File: config.mk
export PLATFORM = sky130hd
export DESIGN_NAME = if_stage
export DESIGN_NICKNAME = d
export VERILOG_FILES = /design/src/rtl/if_stage_pkg.sv /design/src/rtl/if_stage_bht.sv /design/src/rtl/if_stage.sv
export SDC_FILE = /design/constraint.sdc
export NUM_CORES = 1
export LEC_CHECK = 0
export CORE_ASPECT_RATIO = 0.8
export CORE_MARGIN = 1
export CORE_UTILIZATION = 40
export DETAILED_ROUTE_END_ITERATION = 8
export PLACE_DENSITY = 0.81
export SETUP_SLACK_MARGIN = 0.02
export SLEW_MARGIN = 20
export SYNTH_ARGS = -nofsm -noshare
export SYNTH_HDL_FRONTEND = slang
export SYNTH_HIERARCHICAL = 1
export SYNTH_SLANG_ARGS = --single-unit
File: constraint.sdc
create_clock -name clk -period 4.8 [get_ports clk]
set_input_delay 1.2 -clock clk [delete_from_list [all_inputs] [get_ports clk]]
set_output_delay 1.2 -clock clk [all_outputs]
set_load 0.05 [all_outputs]
File: src/rtl/if_stage_pkg.sv
// Shared definitions for the instruction-fetch stage: opcode constants,
// the canonical NOP and the 2-bit branch-history counter encoding.
package if_stage_pkg;

    localparam logic [6:0]  OPC_BRANCH = 7'b1100011;
    localparam logic [6:0]  OPC_JAL    = 7'b1101111;
    localparam logic [31:0] INSN_NOP   = 32'h0000_0013;

    // Saturating branch-history counter states
    typedef enum logic [1:0] {
        BHT_SNT = 2'b00,
        BHT_WNT = 2'b01,
        BHT_WT  = 2'b10,
        BHT_ST  = 2'b11
    } bht_cnt_e;

    // Saturating increment/decrement of a history counter
    function automatic bht_cnt_e bht_next(input bht_cnt_e cur, input logic taken);
        bht_cnt_e nxt;
        nxt = cur;
        if (taken) begin
            if (cur != BHT_ST) begin
                nxt = bht_cnt_e'(cur + 2'd1);
            end
        end else begin
            if (cur != BHT_SNT) begin
                nxt = bht_cnt_e'(cur - 2'd1);
            end
        end
        return nxt;
    endfunction

    // True when the instruction word is a conditional branch
    function automatic logic is_branch(input logic [31:0] insn);
        return (insn[6:0] == OPC_BRANCH);
    endfunction

endpackage

File: src/rtl/if_stage_bht.sv
// Branch history table: array of 2-bit saturating counters with an
// asynchronous read port and a single write (update) port. The read port
// always returns the value held before any update of the same cycle.
module if_stage_bht
    import if_stage_pkg::*;
#(
    parameter int IDX_W = 6
) (
    input  logic             clk,
    input  logic             rst,
    input  logic [IDX_W-1:0] rd_idx,
    output logic [1:0]       rd_cnt,
    input  logic             upd_en,
    input  logic [IDX_W-1:0] upd_idx,
    input  logic             upd_taken
);

    localparam int NUM_ENT = 2 ** IDX_W;

    bht_cnt_e cnt_q [NUM_ENT];
    bht_cnt_e cnt_d [NUM_ENT];

    // Next-state of the counter array: only the addressed entry moves
    always_comb begin
        cnt_d = cnt_q;
        if (upd_en) begin
            cnt_d[upd_idx] = bht_next(cnt_q[upd_idx], upd_taken);
        end
    end

    // Counter storage; reset forces every entry to weak not-taken
    always_ff @(posedge clk) begin
        if (rst) begin
            for (int i = 0; i < NUM_ENT; i++) begin
                cnt_q[i] <= BHT_WNT;
            end
        end else begin
            cnt_q <= cnt_d;
        end
    end

    // Asynchronous read of the pre-update counter value
    always_comb begin
        rd_cnt = cnt_q[rd_idx];
    end

endmodule

File: src/rtl/if_stage.sv
// Instruction-fetch stage: next-fetch mux, instruction-memory address,
// IF/ID pipeline register and the branch prediction for the held insn.
// Build option: define IF_BHT_EN to include the branch history table;
// without it the stage predicts static not-taken and ignores updates.
module if_stage
    import if_stage_pkg::*;
#(
    parameter logic [31:0] RESET_PC  = 32'h0000_0000,
    parameter int          IM_AW     = 8,
    parameter int          BHT_IDX_W = 6
) (
    input  logic             clk,
    input  logic             rst,
    input  logic             stall_IF,
    input  logic             redirect_EX,
    input  logic [31:0]      pc_redirect_EX,
    input  logic [31:0]      pc_nxt,
    input  logic             bht_upd_en,
    input  logic [31:0]      bht_upd_pc,
    input  logic             bht_upd_taken,
    output logic [IM_AW-1:0] im_addr,
    input  logic [31:0]      im_dout,
    output logic [31:0]      pc_IF,
    output logic [31:0]      pc_4_IF,
    output logic [31:0]      ir_IF,
    output logic             predict
);

    // pc_IF resets one word before RESET_PC so that the NOP sitting in
    // IF/ID makes ID hand back pc_nxt == RESET_PC as the first fetch.
    localparam logic [31:0] RESET_PC_M4 = RESET_PC - 32'd4;

    logic [31:0] fetch_pc;
    logic [31:0] pc_d,    pc_q;
    logic [31:0] pc_4_d,  pc_4_q;
    logic [31:0] ir_d,    ir_q;

    // Fetch address select: an EX redirect overrides ID's next PC
    always_comb begin
        fetch_pc = redirect_EX ? pc_redirect_EX : pc_nxt;
        im_addr  = fetch_pc[IM_AW+1:2];
    end

    // IF/ID next-state: redirect beats stall, stall holds, else advance
    always_comb begin
        pc_d   = pc_q;
        pc_4_d = pc_4_q;
        ir_d   = ir_q;
        if (redirect_EX) begin
            pc_d   = pc_redirect_EX;
            pc_4_d = pc_redirect_EX + 32'd4;
            ir_d   = im_dout;
        end else if (!stall_IF) begin
            pc_d   = pc_nxt;
            pc_4_d = pc_nxt + 32'd4;
            ir_d   = im_dout;
        end
    end

    // IF/ID pipeline register with synchronous reset
    always_ff @(posedge clk) begin
        if (rst) begin
            pc_q   <= RESET_PC_M4;
            pc_4_q <= RESET_PC;
            ir_q   <= INSN_NOP;
        end else begin
            pc_q   <= pc_d;
            pc_4_q <= pc_4_d;
            ir_q   <= ir_d;
        end
    end

    assign pc_IF   = pc_q;
    assign pc_4_IF = pc_4_q;
    assign ir_IF   = ir_q;

`ifdef IF_BHT_EN

    logic [1:0] bht_rd_cnt;

    if_stage_bht #(
        .IDX_W (BHT_IDX_W)
    ) u_bht (
        .clk       (clk),
        .rst       (rst),
        .rd_idx    (pc_q[BHT_IDX_W+1:2]),
        .rd_cnt    (bht_rd_cnt),
        .upd_en    (bht_upd_en),
        .upd_idx   (bht_upd_pc[BHT_IDX_W+1:2]),
        .upd_taken (bht_upd_taken)
    );

    // Predict taken only for a branch whose counter is in a taken state
    always_comb begin
        predict = is_branch(ir_q) & bht_rd_cnt[1];
    end

    // Address bits outside the fetch/index windows are intentionally unused
    logic unused_ok;
    assign unused_ok = ^{fetch_pc, bht_upd_pc};

`else

    // Static not-taken: no history storage, updates are dropped
    always_comb begin
        predict = 1'b0;
    end

    logic unused_ok;
    assign unused_ok = ^{fetch_pc, bht_upd_en, bht_upd_pc, bht_upd_taken};

`endif

endmodule
==> key figures <==
Worst setup path
  – Kind of end point of the critical path: primary output
  – Critical Setup Path Class: input port to primary output
  – Startpoint type of the worst setup path: input port
  – Worst r2r src: pc_IF[11]
  – Critical-path maximum fanout: 25
  – Arr. time, crit path: 2.86 ns
  – Slack of the worst reg-to-reg path: 3.91 ns
  – R2r endpoint: pc_IF[11]
  – Required time worst endpoint: 3.60 ns
  – Worst Reg2Reg Path Length in Cells: 3

STA
  – Total of endpoints with negative setup slack in the final report: 0
  – Worst Hold Slack: 0.4522 ns
  – Sum of negative setup slack: 0 ns
  – Final number of hold-violating endpoints: 0
  – Final max-slew violation count: 0
  – Clock Skews: 0 ns
  – RSZ-0062 raised after global routing: false
  – Achievable frequency: 0.2466 GHz
  – Period utilisation layout: 84.50%
  – Shortest period the worst path allows: 4.056 ns
  – Tightest Pin Transition: 0.6405 ns
  – Worst rel slew slack: 56.91%

Pwr
  – Clock network fraction of design power: 30.5%
  – Reported net switching power: 0.7327 mW
  – Power Density: 313.9 mW/mm²
  – Worst supply voltage drop on vdd: 210.1 µV
  – Part of the power in registers: 39.7%
  – Switch share: 33.59%
  – Proportion of power drawn by combinational gates: 29.8%
  – Leakage power: 2.745 nW
  – Internal power component: 1.448 mW

Final layout
  – # fillers: 953
  – Ratio of cells with drive above 1 in the final layout: 6.217%
  – Antenna diodes: 0
  – Multi-input logic area: 0.002507 mm²
  – Fin nets: 886
  – Most common cell after layout, fill and taps aside: sky130_fd_sc_hd__clkdlybuf4s50_1
  – Synthesis-to-layout area growth: 48.91%
  – Sequential cell area: 0.001882 mm²
  – Commonest cells after routing, fill and taps aside: sky130_fd_sc_hd__clkdlybuf4s50_1 (199), sky130_fd_sc_hd__nand2_1 (147), sky130_fd_sc_hd__dfxtp_1 (94)

Route
  – Drt drc: 0
  – TritonRoute pass-1 iters: 5
  – Number of DRC markers after the initial detailed-route iteration: 226
  – Total detailed-routing wirelength: 14530 µm
  – Vias after detailed routing: 4777
  – Routed WL per cell: 16.14 µm
  – Count of nets left with antenna violations after detail routing: 0
  – Via-to-Cell Ratio: 5.308

Place
  – Quantity of I/O buffers inserted on ports: 203
  – DP Wirelength: 10880 µm
  – GP Congestion: 0.8887

Floorplan
  – Die height: 98.60 µm
  – Die span in x: 122.8 µm
  – I/O pin cnt: 239
  – Initial standard-cell utilization of the core: 42.02%
  – Placeable core area: 0.01110 mm²
  – Number of cell rows: 34
  – Area of the die: 0.01210 mm²

Clock tree
  – Postcts setup bufs: 0
  – CTS tree: yes
  – Clock latency of the later-clocked register in the worst-skew pair: 0.33 ns
  – TritonCTS sink count: 94
  – H-Tree Depth: 3
  – Count of cells resized by post-cts repair: 0
  – Clock transition at the registers of the reported paths: 0.06 ns
  – CTS buffer count: 9
  – Cts hold-fix bufs: 0
  – Bufs on Longest Clock Path: 2
  – Cell at the root of the clock tree: sky130_fd_sc_hd__clkbuf_16

Yosys
  – Total nets after synthesis: 714
  – Gate count of the mapped netlist: 579
  – Total of flip-flops plus latches after synthesis: 94
  – Number of unique standard cell types used by synthesis: 56
  – Share of the yosys chip area belonging to registers: 40.33%
  – Post-synthesis average cell area: 8.058 µm²
  – EDFF count, synth: 0
  – Most instantiated flip-flop cell in the synthesis netlist: sky130_fd_sc_hd__dfxtp_1
  – Number of warnings printed during yosys synthesis: 6
  – Asr flop ratio synth: 0%
  – Cell area after synthesis: 0.004666 mm²

Min path
  – Hold Path End: ir_IF[17]
  – Worst Hold Path Cells: 2
  – Startpoint of the worst hold path: ir_IF[17]
  – Hold/Removal Path Class: flop to flop

Global route
  – Aggregate global-route resource usage: 24.28%
  – Pin count of the biggest net entering global routing: 62
  – Congestion Overflow GR: 0
  – Via count of the first global-routing pass: 4656
  – Number of antenna violations at the first check in global routing: 0
  – Wire length of the first global-routing pass: 23110 µm

Run
  – Maxcap violations: 0

Outcome
  – Status: complete, no violations
## cell usage after synthesis (3+ instances only)
| master | number | share of area [%] |
|---|---|---|
| sky130_fd_sc_hd__mux2i_1 | 26 | 5.6 |
| sky130_fd_sc_hd__o21ai_0 | 35 | 3.8 |
| sky130_fd_sc_hd__nand4_1 | 6 | 0.80 |
| sky130_fd_sc_hd__a31oi_1 | 3 | 0.40 |
| sky130_fd_sc_hd__xor2_1 | 15 | 2.8 |
| sky130_fd_sc_hd__a32o_1 | 5 | 1.1 |
| sky130_fd_sc_hd__buf_4 | 12 | 1.9 |
| sky130_fd_sc_hd__buf_2 | 3 | 0.32 |
| sky130_fd_sc_hd__nand3_1 | 27 | 2.9 |
| sky130_fd_sc_hd__nand4b_1 | 3 | 0.56 |
| sky130_fd_sc_hd__dfxtp_1 | 94 | 40 |
| sky130_fd_sc_hd__nor2b_1 | 3 | 0.40 |
| sky130_fd_sc_hd__a22oi_2 | 3 | 0.80 |
| sky130_fd_sc_hd__a21oi_1 | 55 | 5.9 |
| sky130_fd_sc_hd__and4_1 | 3 | 0.56 |
| sky130_fd_sc_hd__a22oi_1 | 3 | 0.48 |
| sky130_fd_sc_hd__a211oi_1 | 5 | 0.80 |
| sky130_fd_sc_hd__nor2_1 | 29 | 2.3 |
| sky130_fd_sc_hd__inv_1 | 4 | 0.32 |
| sky130_fd_sc_hd__and3_1 | 3 | 0.40 |
| sky130_fd_sc_hd__mux2_2 | 7 | 1.7 |
| sky130_fd_sc_hd__buf_1 | 3 | 0.24 |
| sky130_fd_sc_hd__nand2b_1 | 3 | 0.40 |
| sky130_fd_sc_hd__nand3b_1 | 10 | 1.6 |
| sky130_fd_sc_hd__clkbuf_1 | 28 | 2.3 |
| sky130_fd_sc_hd__xnor2_1 | 6 | 1.1 |
| sky130_fd_sc_hd__nand2_1 | 147 | 12 |
## final cells by class
cell class              instances  area share (%)
multi-input cells             431           36.09
repair buffers                210           29.97
flip-flops and latches         94           27.08
clock buffers                  11           3.494
well taps                     144           2.593
clock inverters                 5          0.5042
inverters                       5          0.2701
## state kept, by name, indices dropped and copies added (netlist names)
signal	count
pc_4_IF	30
ir_IF	32
pc_IF	32
## kinds of logic (layout without fill, tap and decap cells)
family / Yosys count / after routing / share of synthesized area (%)
AOI/OAI and AO/OA: 124 / 124 / 16.65
muxes: 33 / 33 / 7.267
buffers and inverters: 54 / 231 / 6.248
and+or+nand+nor: 251 / 251 / 25.21
xor gates and xnor gates: 21 / 21 / 3.942
other: 1 / 1 / 0.08037
DFF: 94 / 94 / 40.33
adders and majority gates: 1 / 1 / 0.2681
## routing by layer
metal	vias up	part of all wire (%)	track usage, %
li1	2330	-	-
met1	2248	42	29.39
met2	181	47	40.88
met3	18	9.4	7.639
met4	0	1.6	7.317
met5	-	0	0
## stage by stage
step | cell area, µm² | utilization, % | cells | power, mW | worst slack (ns)
6_report | 6948 | 62.58 | 900 | 2.181 | 0.7441
5_1_grt | 6948 | 62.58 | 900 | 2.279 | 0.6435
4_1_cts | 6948 | 62.58 | 900 | 2.199 | 0.7370
3_5_place_dp | 6670 | 60.07 | 884 | 1.532 | 0.7385
3_3_place_gp | 6670 | 60.07 | 884 | 1.521 | 0.7543
2_1_floorplan | 4666 | - | 579 | 1.280 | 0.8851
## worst max path at each step
| stage | startpoint | endpoint | cells past startpoint |
|---|---|---|---|
| floorplan | redirect_EX | pc_4_IF[22] | 12 |
| global placement | redirect_EX | im_addr[5] | 4 |
| detailed placement | redirect_EX | im_addr[5] | 4 |
| CTS | redirect_EX | im_addr[5] | 4 |
| global route | redirect_EX | im_addr[2] | 4 |
| finish | redirect_EX | im_addr[5] | 4 |
## worst max-delay path, cell delays in order
cell	delay (ns)
sky130_fd_sc_hd__buf_2	0.44
sky130_fd_sc_hd__mux2i_1	0.41
sky130_fd_sc_hd__inv_1	0.08
sky130_fd_sc_hd__clkdlybuf4s50_1	0.71
## power by group through the flow
stage	registers (mW)	logic, mW	clock network [mW]
after global placement	0.880	0.641	0
after global routing	0.872	0.689	0.717
after detailed placement	0.883	0.648	0
after CTS	0.867	0.651	0.682
final	0.866	0.650	0.664
after floorplan	1.08	0.205	0
Note: power is estimated with default switching activity, not from simulation.
